## src/rtl/mem_arb_pkg.sv

```systemverilog
// Shared definitions for the two-requester memory arbiter: FSM encoding and
// default bus widths / tuning values.
package mem_arb_pkg;

  localparam logic [1:0] IDLE   = 2'd0;
  localparam logic [1:0] BUSY_I = 2'd1;
  localparam logic [1:0] BUSY_D = 2'd2;

  localparam int DEF_ADDR_W         = 32;
  localparam int DEF_DATA_W         = 32;
  localparam int DEF_MAX_D_STREAK   = 4;
  localparam int DEF_TIMEOUT_CYCLES = 64;

  typedef enum logic [1:0] {
    ST_IDLE   = IDLE,
    ST_BUSY_I = BUSY_I,
    ST_BUSY_D = BUSY_D
  } arb_state_e;

endpackage

```

## src/rtl/mem_arb_timer.sv

```systemverilog
// Loadable up-counter with a terminal-count flag; used as the bus-access
// timeout watchdog of the arbiter.
module mem_arb_timer #(
  parameter int               WIDTH    = 6,
  parameter logic [WIDTH-1:0] TERMINAL = '1
) (
  input  logic             clk,
  input  logic             rst_n,
  input  logic             load,
  input  logic [WIDTH-1:0] load_val,
  input  logic             en,
  output logic             tc
);

  logic [WIDTH-1:0] count_r;

  // Counter register: load has priority over increment.
  always_ff @(posedge clk or negedge rst_n) begin
    if (!rst_n) begin
      count_r <= '0;
    end else if (load) begin
      count_r <= load_val;
    end else if (en) begin
      count_r <= count_r + WIDTH'(1);
    end else begin
      count_r <= count_r;
    end
  end

  assign tc = (count_r == TERMINAL);

endmodule

```

## src/rtl/mem_arbiter.sv

```systemverilog
// Shares one memory port between instruction fetch and the data stage.
// Data has priority; a streak counter bounds fetch starvation; a watchdog aborts hung accesses.
module mem_arbiter
  import mem_arb_pkg::*;
#(
  parameter int ADDR_W         = DEF_ADDR_W,
  parameter int DATA_W         = DEF_DATA_W,
  parameter int MAX_D_STREAK   = DEF_MAX_D_STREAK,
  parameter int TIMEOUT_CYCLES = DEF_TIMEOUT_CYCLES
) (
  input  logic              clk,
  input  logic              reset,
  input  logic              i_req,
  input  logic [ADDR_W-1:0] i_addr,
  output logic              i_ready,
  output logic [DATA_W-1:0] i_rdata,
  output logic              i_err,
  input  logic              d_req,
  input  logic              d_we,
  input  logic [ADDR_W-1:0] d_addr,
  input  logic [DATA_W-1:0] d_wdata,
  output logic              d_ready,
  output logic [DATA_W-1:0] d_rdata,
  output logic              d_err,
  output logic [ADDR_W-1:0] mem_address,
  output logic [DATA_W-1:0] mem_write_data,
  output logic              mem_read_req,
  output logic              mem_write_req,
  input  logic [DATA_W-1:0] mem_read_data,
  input  logic              mem_ready
);

  localparam int STREAK_W = $clog2(MAX_D_STREAK + 1);
  localparam int TIMER_W  = (TIMEOUT_CYCLES > 2) ? $clog2(TIMEOUT_CYCLES) : 1;
  localparam logic [STREAK_W-1:0] STREAK_MAX = STREAK_W'(MAX_D_STREAK);

  arb_state_e          state_r, state_s;
  logic [STREAK_W-1:0] streak_r, streak_s;
  logic                grant_s, pulse_s, tc_s;

  logic              i_ready_r, i_ready_s, i_err_r, i_err_s;
  logic              d_ready_r, d_ready_s, d_err_r, d_err_s;
  logic [DATA_W-1:0] i_rdata_r, i_rdata_s, d_rdata_r, d_rdata_s;
  logic [ADDR_W-1:0] mem_address_r, mem_address_s;
  logic [DATA_W-1:0] mem_write_data_r, mem_write_data_s;
  logic              mem_read_req_r, mem_read_req_s, mem_write_req_r, mem_write_req_s;

  // The IDLE cycle carrying a completion pulse never grants, which enforces
  // one dead cycle between accesses and lets a requester hold req across it.
  assign pulse_s = i_ready_r | i_err_r | d_ready_r | d_err_r;

  mem_arb_timer #(
    .WIDTH    (TIMER_W),
    .TERMINAL (TIMER_W'(TIMEOUT_CYCLES - 1))
  ) u_timer (
    .clk      (clk),
    .rst_n    (reset),
    .load     (grant_s),
    .load_val ('0),
    .en       ((state_r != ST_IDLE) && !mem_ready),
    .tc       (tc_s)
  );

  // FSM state register.
  always_ff @(posedge clk or negedge reset) begin
    if (!reset) begin
      state_r <= ST_IDLE;
    end else begin
      state_r <= state_s;
    end
  end

  // Next-state, grant, streak and next-output logic.
  always_comb begin
    state_s          = state_r;
    streak_s         = streak_r;
    grant_s          = 1'b0;
    i_ready_s        = 1'b0;
    i_err_s          = 1'b0;
    d_ready_s        = 1'b0;
    d_err_s          = 1'b0;
    i_rdata_s        = i_rdata_r;
    d_rdata_s        = d_rdata_r;
    mem_address_s    = mem_address_r;
    mem_write_data_s = mem_write_data_r;
    mem_read_req_s   = mem_read_req_r;
    mem_write_req_s  = mem_write_req_r;
    case (state_r)
      ST_IDLE: begin
        if (pulse_s) begin
          streak_s = i_req ? streak_r : '0;
        end else if (d_req && (!i_req || (streak_r != STREAK_MAX))) begin
          state_s          = ST_BUSY_D;
          grant_s          = 1'b1;
          mem_address_s    = d_addr;
          mem_write_data_s = d_wdata;
          mem_read_req_s   = !d_we;
          mem_write_req_s  = d_we;
          if (i_req) begin
            streak_s = (streak_r == STREAK_MAX) ? streak_r : streak_r + STREAK_W'(1);
          end else begin
            streak_s = '0;
          end
        end else if (i_req) begin
          state_s         = ST_BUSY_I;
          grant_s         = 1'b1;
          mem_address_s   = i_addr;
          mem_read_req_s  = 1'b1;
          mem_write_req_s = 1'b0;
          streak_s        = '0;
        end else begin
          streak_s = '0;
        end
      end
      ST_BUSY_I, ST_BUSY_D: begin
        if (mem_ready || tc_s) begin
          state_s         = ST_IDLE;
          mem_read_req_s  = 1'b0;
          mem_write_req_s = 1'b0;
          if (state_r == ST_BUSY_I) begin
            i_ready_s = mem_ready;
            i_err_s   = !mem_ready;
            i_rdata_s = mem_ready ? mem_read_data : i_rdata_r;
          end else begin
            d_ready_s = mem_ready;
            d_err_s   = !mem_ready;
            d_rdata_s = (mem_ready && mem_read_req_r) ? mem_read_data : d_rdata_r;
          end
        end else begin
          state_s = state_r;
        end
      end
      default: begin
        state_s         = ST_IDLE;
        mem_read_req_s  = 1'b0;
        mem_write_req_s = 1'b0;
      end
    endcase
  end

  // Output, data and streak registers.
  always_ff @(posedge clk or negedge reset) begin
    if (!reset) begin
      streak_r         <= '0;
      i_ready_r        <= 1'b0;
      i_err_r          <= 1'b0;
      d_ready_r        <= 1'b0;
      d_err_r          <= 1'b0;
      i_rdata_r        <= '0;
      d_rdata_r        <= '0;
      mem_address_r    <= '0;
      mem_write_data_r <= '0;
      mem_read_req_r   <= 1'b0;
      mem_write_req_r  <= 1'b0;
    end else begin
      streak_r         <= streak_s;
      i_ready_r        <= i_ready_s;
      i_err_r          <= i_err_s;
      d_ready_r        <= d_ready_s;
      d_err_r          <= d_err_s;
      i_rdata_r        <= i_rdata_s;
      d_rdata_r        <= d_rdata_s;
      mem_address_r    <= mem_address_s;
      mem_write_data_r <= mem_write_data_s;
      mem_read_req_r   <= mem_read_req_s;
      mem_write_req_r  <= mem_write_req_s;
    end
  end

  assign i_ready        = i_ready_r;
  assign i_err          = i_err_r;
  assign i_rdata        = i_rdata_r;
  assign d_ready        = d_ready_r;
  assign d_err          = d_err_r;
  assign d_rdata        = d_rdata_r;
  assign mem_address    = mem_address_r;
  assign mem_write_data = mem_write_data_r;
  assign mem_read_req   = mem_read_req_r;
  assign mem_write_req  = mem_write_req_r;

endmodule

```

## config.mk

```make
export PLATFORM = sky130hd
export DESIGN_NAME = mem_arbiter
export DESIGN_NICKNAME = d
export VERILOG_FILES = /design/src/rtl/mem_arb_pkg.sv /design/src/rtl/mem_arb_timer.sv /design/src/rtl/mem_arbiter.sv
export SDC_FILE = /design/constraint.sdc
export NUM_CORES = 1
export LEC_CHECK = 0
export CORE_MARGIN = 2
export CORE_UTILIZATION = 42
export DETAILED_ROUTE_END_ITERATION = 8
export GPL_ROUTABILITY_DRIVEN = 0
export PLACE_DENSITY = 0.89
export SLEW_MARGIN = 30
export SYNTH_ARGS = -nofsm -noshare
export SYNTH_HDL_FRONTEND = slang
export SYNTH_SLANG_ARGS = --single-unit
```

## constraint.sdc

```tcl
create_clock -name clk -period 2.4 [get_ports clk]
set_input_delay 0.72 -clock clk [delete_from_list [all_inputs] [get_ports clk]]
set_output_delay 0.72 -clock clk [all_outputs]
set_load 0.03 [all_outputs]
```

==> metrics.csv, run 1 <==
metric,value,unit
Die Y,123.1,um
Synth Flop Type,dfrtp_1,
"Slew Viols, Final",0,
VDD IR max,1.076,mV
share of cells above drive strength 1,23.33,%
FF/Latch Area,0.003628,mm^2
final cell count without fillers,930,
unrepaired setup endpoints after global routing,false,
CP Max Fanout,3,
DR iter-0 viols,222,
R2R Setup Slk,0.45,ns
Crit Path Class,reg2out,
CTS buffer count,17,
all-layer global routing usage,20.94,%
Final #Nets,877,
"Gates resized, CTS repair",0,
design area,0.009527,mm^2
Synth async-reset ratio,100.0,%
"Hold-fix buffers, CTS",0,
Synth Cell Area,0.005961,mm^2
Worst Path Arrival,1.55,ns
Core Footprint,0.01388,mm^2
Crit. End Element,output port,
final hold vios,0,
CTS H-tree lvls,4,
critical path's top delay family,buffers and inverters,
clk_lat worst skew,0.42,ns
Post-synth EDFFs,0,
largest net degree at the start of global routing,55,
total wire length,15900,um
Setup WS pre-CTS,-0.04351,ns
Worst Path Buf+Inv,1,
DRT Pass-1 Iters,4,
Final Cycle Share,94.66,%
max-cap violations,0,
slew margin rel.,64.78,%
"commonest non-fill, non-tap cells in the layout","clkdlybuf4s50_1 (266), dfrtp_1 (145), mux2_2 (97)",
detailed placement HPWL,11490,um
sequential area share after synthesis,60.87,%
Port-buffer cells,267,
worst slew pin tran,0.5282,ns
cell row count,43,
Boundary Pins,268,
fillcell total,952,
Tightest Hold Check Type,in2async,
initial antenna violation count,0,
status,"finished, final reports clean",
post-synthesis net count,603,
Finish-stage setup viols,0,
CP Cell Sequence,clkdlybuf4s50_1,
via count,4659,
slowest cell on the critical path,clkdlybuf4s50_1,
synth unique cells,34,
starting density of the core,42.94,%
Layout Area Growth over Synthesis,59.82,%
"Power, Total",14250,uW
CTS sink count,145,
Mapped Avg Cell Area,12.87,um^2
DR vias/cell,5.010,
# placed instances,898,
TritonCTS clock tree,yes,
clock-pin slew on the worst setup and hold paths,0.06,ns
Placed Instance Area,0.008946,mm^2
Crit path largest cell delay,0.71,ns
Clock Path Buffers,2,
die footprint,0.01516,mm^2
multi-input logic area,0.002181,mm^2
Worst Setup Start Kind,flop,
# diodes,0,
first-pass GRT wire length,24320,um
# Post-CTS Setup Buffers,0,
DRC violations left,0,
Syn. warnings,0,
Worst Skew,0.006955,ns
Die Width,123.1,um
PD cells,1495,mW/mm^2
Synth Register Bits,145,
clk root buf,clkbuf_16,
GRT overflow,0,
P_leak,0.003999,uW
final worst path period need,2.272,ns
f_max,440.2,MHz
CP required,1.68,ns
Synth Instances,463,
setup ws final,0.1281,ns
final core occ,68.63,%
wire per inst,17.09,um
vias in the first global route,4939,
"most common cell after layout, fill and taps aside",clkdlybuf4s50_1,
DRT antenna net count,0,
==> worst paths after layout <==
| check | from | cells past startpoint | to |
|---|---|---|---|
| max | mem_read_req | 1 | mem_read_req |
| min | reset | 1 | mem_write_data[15] |
| max reg2reg | state_r[0] | 7 | mem_address[21] |
| min reg2reg | mem_write_req | 1 | mem_write_req |
| max in group asynchronous | reset | 2 | d_rdata[19] |
| min in group clk | mem_write_req | 1 | mem_write_req |
==> cells by family (layout without fill, tap and decap cells) <==
| logic type | Yosys count | count (layout) | share of synthesized area [%] |
|---|---|---|---|
| fa+ha+maj | 6 | 6 | 1.259 |
| mux | 97 | 97 | 18.32 |
| flops | 145 | 145 | 60.87 |
| simple gates | 102 | 102 | 7.578 |
| compound gates | 80 | 80 | 8.963 |
| xor+xnor | 3 | 3 | 0.4409 |
| buf+inv | 30 | 317 | 2.561 |
==> per-stage QoR <==
step	hold slack, ns	TNS (ns)
after CTS	0.2810	0
after global placement	0.4790	0
after global routing	0.2913	0
final	0.2698	0
after floorplan	0.4244	0
after detailed placement	0.4911	-0.07800
==> state kept, by name, summed over array words and instances (netlist names) <==
register         flops
d_err                1
mem_read_req         1
d_rdata             32
u_timer.count_r      6
mem_write_data      32
i_err                1
mem_address         32
d_ready              1
state_r              2
i_ready              1
streak_r             3
i_rdata             32
mem_write_req        1
==> layer usage <==
metal	part of all wire, %	vias to the layer above	global-route usage (%)
met2	52	205	37.33
li1	-	2151	-
met4	2.4	0	8.594
met1	37	2276	22.31
met5	0	-	0
met3	8.9	27	7.657
==> synth_stat cells, types with 4 or more instances <==
| cell type | number | area, um^2 |
|---|---|---|
| inv_1 | 6 | 22.52 |
| buf_1 | 4 | 15.01 |
| a21oi_1 | 36 | 180.2 |
| dfrtp_1 | 145 | 3628 |
| nand3_1 | 4 | 20.02 |
| buf_2 | 14 | 70.07 |
| o21ai_0 | 7 | 35.03 |
| a21oi_2 | 28 | 245.2 |
| mux2_2 | 97 | 1092 |
| nor2_1 | 37 | 138.9 |
| ha_1 | 6 | 75.07 |
| nand2_1 | 41 | 153.9 |
==> report_power, final <==
group          leakage, uW  switching (uW)  internal [uW]
Clock             0.000281            1000           1560
Combinational      0.00199            4050           3370
Sequential         0.00173             645           3620
==> cell type report <==
class / instances / area share (%)
Clock buffer: 20 / 4.689
Timing Repair Buffer: 279 / 30.33
Tap cell: 180 / 2.364
Multi-Input combinational cell: 288 / 22.89
Inverter: 6 / 0.2364
Clock inverter: 12 / 1.405
Sequential cell: 145 / 38.09
(Power assumes the default switching activity.)
==> run 2: changes to the inputs <==
REMOVE_ABC_BUFFERS = 1   (was unset)
==> metrics.csv, run 2 (same netlist as run 1, synthesis figures left out) <==
metric,value,unit,change
Worst Path Arrival,1.51,ns,-0.04 ns
Hold Slack,0.2762,ns,+0.006407 ns
Port-buffer cells,267,,unchanged
setup ws final,0.1713,ns,+0.04311 ns
clk root buf,clkbuf_16,,
DR vias/cell,5.066,,+1.1%
Crit Path Class,reg2out,,
total wire length,16410,um,+3.2%
detailed placement HPWL,11910,um,+3.6%
Die Width,123.1,um,unchanged
design area,0.009534,mm^2,about the same
all-layer global routing usage,21.73,%,+0.79 points
critical path's top delay family,buffers and inverters,,
Placed Instance Area,0.008969,mm^2,+0.25%
vias in the first global route,5081,,+2.9%
f_max,448.7,MHz,+1.9%
final worst path period need,2.229,ns,-0.04311 ns
# Post-CTS Setup Buffers,0,,unchanged
worst slew pin tran,0.4658,ns,-0.06241 ns
final hold vios,0,,unchanged
slew margin rel.,68.69,%,+3.9 points
Tightest Hold Check Type,in2async,,
share of cells above drive strength 1,23.33,%,unchanged
Crit path largest cell delay,0.71,ns,about the same
Final Cycle Share,92.86,%,-1.8 points
Core Footprint,0.01388,mm^2,unchanged
"Slew Viols, Final",0,,unchanged
Finish-stage setup viols,0,,unchanged
Final #Nets,880,,+0.34%
DR iter-0 viols,197,,-11%
GRT overflow,0,,unchanged
setup TNS,0,ns,unchanged
"Gates resized, CTS repair",0,,unchanged
starting density of the core,42.94,%,unchanged
slowest cell on the critical path,clkdlybuf4s50_1,,
via count,4711,,+1.1%
Crit. End Element,output port,,
Die Y,123.1,um,unchanged
CTS H-tree lvls,4,,unchanged
first-pass GRT wire length,25040,um,+3.0%
TritonCTS clock tree,yes,,
# diodes,0,,unchanged
DRT Pass-1 Iters,4,,unchanged
DRT antenna net count,0,,unchanged
DRC violations left,0,,unchanged
"Power, Total",14340,uW,+0.63%
VDD IR max,0.8885,mV,-17%
PD cells,1504,mW/mm^2,+0.55%
CTS buffer count,17,,unchanged
unrepaired setup endpoints after global routing,false,,
die footprint,0.01516,mm^2,unchanged
clock-pin slew on the worst setup and hold paths,0.06,ns,about the same
initial antenna violation count,0,,unchanged
Layout Area Growth over Synthesis,59.95,%,about the same
CP required,1.68,ns,about the same
"commonest non-fill, non-tap cells in the layout","clkdlybuf4s50_1 (266), dfrtp_1 (145), mux2_2 (97)",,
P_leak,0.004007,uW,+0.19%
Worst Path Buf+Inv,1,,unchanged
status,"finished, final reports clean",,
largest net degree at the start of global routing,82,,+49%
Worst Setup Start Kind,flop,,
Boundary Pins,268,,unchanged
Worst Skew,0.005196,ns,-0.001759 ns
CTS sink count,145,,unchanged
CP Cell Sequence,clkdlybuf4s50_1,,
CP Max Fanout,3,,unchanged
clk_lat worst skew,0.42,ns,about the same
cell row count,43,,unchanged
wire per inst,17.65,um,+3.2%
Clock Path Buffers,2,,unchanged
"Hold-fix buffers, CTS",0,,unchanged
max-cap violations,0,,unchanged
Setup WS pre-CTS,0.04458,ns,+0.08808 ns
"most common cell after layout, fill and taps aside",clkdlybuf4s50_1,,
## run 2: changes by cell type in the layout (fill, tap and decap cells not counted), sizes merged
cell    before  now
clkinv       6    1
buf         13   16
bufinv       2    1
inv          8    6
clkbuf      20   25
## run 2: final cells by class
cell class	instances	area, um^2
repair buffers	282	2912
multi-input cells	288	2181
flip-flops and latches	145	3628
well taps	180	225.2
clock inverters	4	50.05
inverters	6	22.52
clock buffers	25	515.5
fillers	950	4347
## run 2: metrics by stage
stage	std cells	util (%)
final	930	68.69
after detailed placement	901	64.61
after global placement	901	64.61
after floorplan	439	-
after global routing	930	68.69
after CTS	930	68.69
## run 2: worst paths after layout
path	slack, ns	cells after the start	end	from
worst max-delay path	0.17	1	i_ready	i_ready
worst min-delay path	0.28	2	mem_address[25]	reset
worst max register to register	0.51	5	mem_address[27]	i_err
min in group clk	0.50	1	state_r[1]	state_r[1]
max in group asynchronous	1.73	2	i_rdata[31]	reset
worst min register to register	0.50	1	state_r[1]	state_r[1]
## run 2: layer usage
layer  share of wire (%)  vias to the layer above  GRT usage (%)
li1                    -                     2152              -
met1                  35                     2329          22.56
met2                  53                      194          38.87
met3                 8.7                       36          8.579
met4                 2.5                        0          9.020
met5                   0                        -              0
## run 2: power breakdown
group	internal, uW	switching (uW)
Clock	1570	940
Combinational	3430	4120
Sequential	3620	658
Total	8620	5720
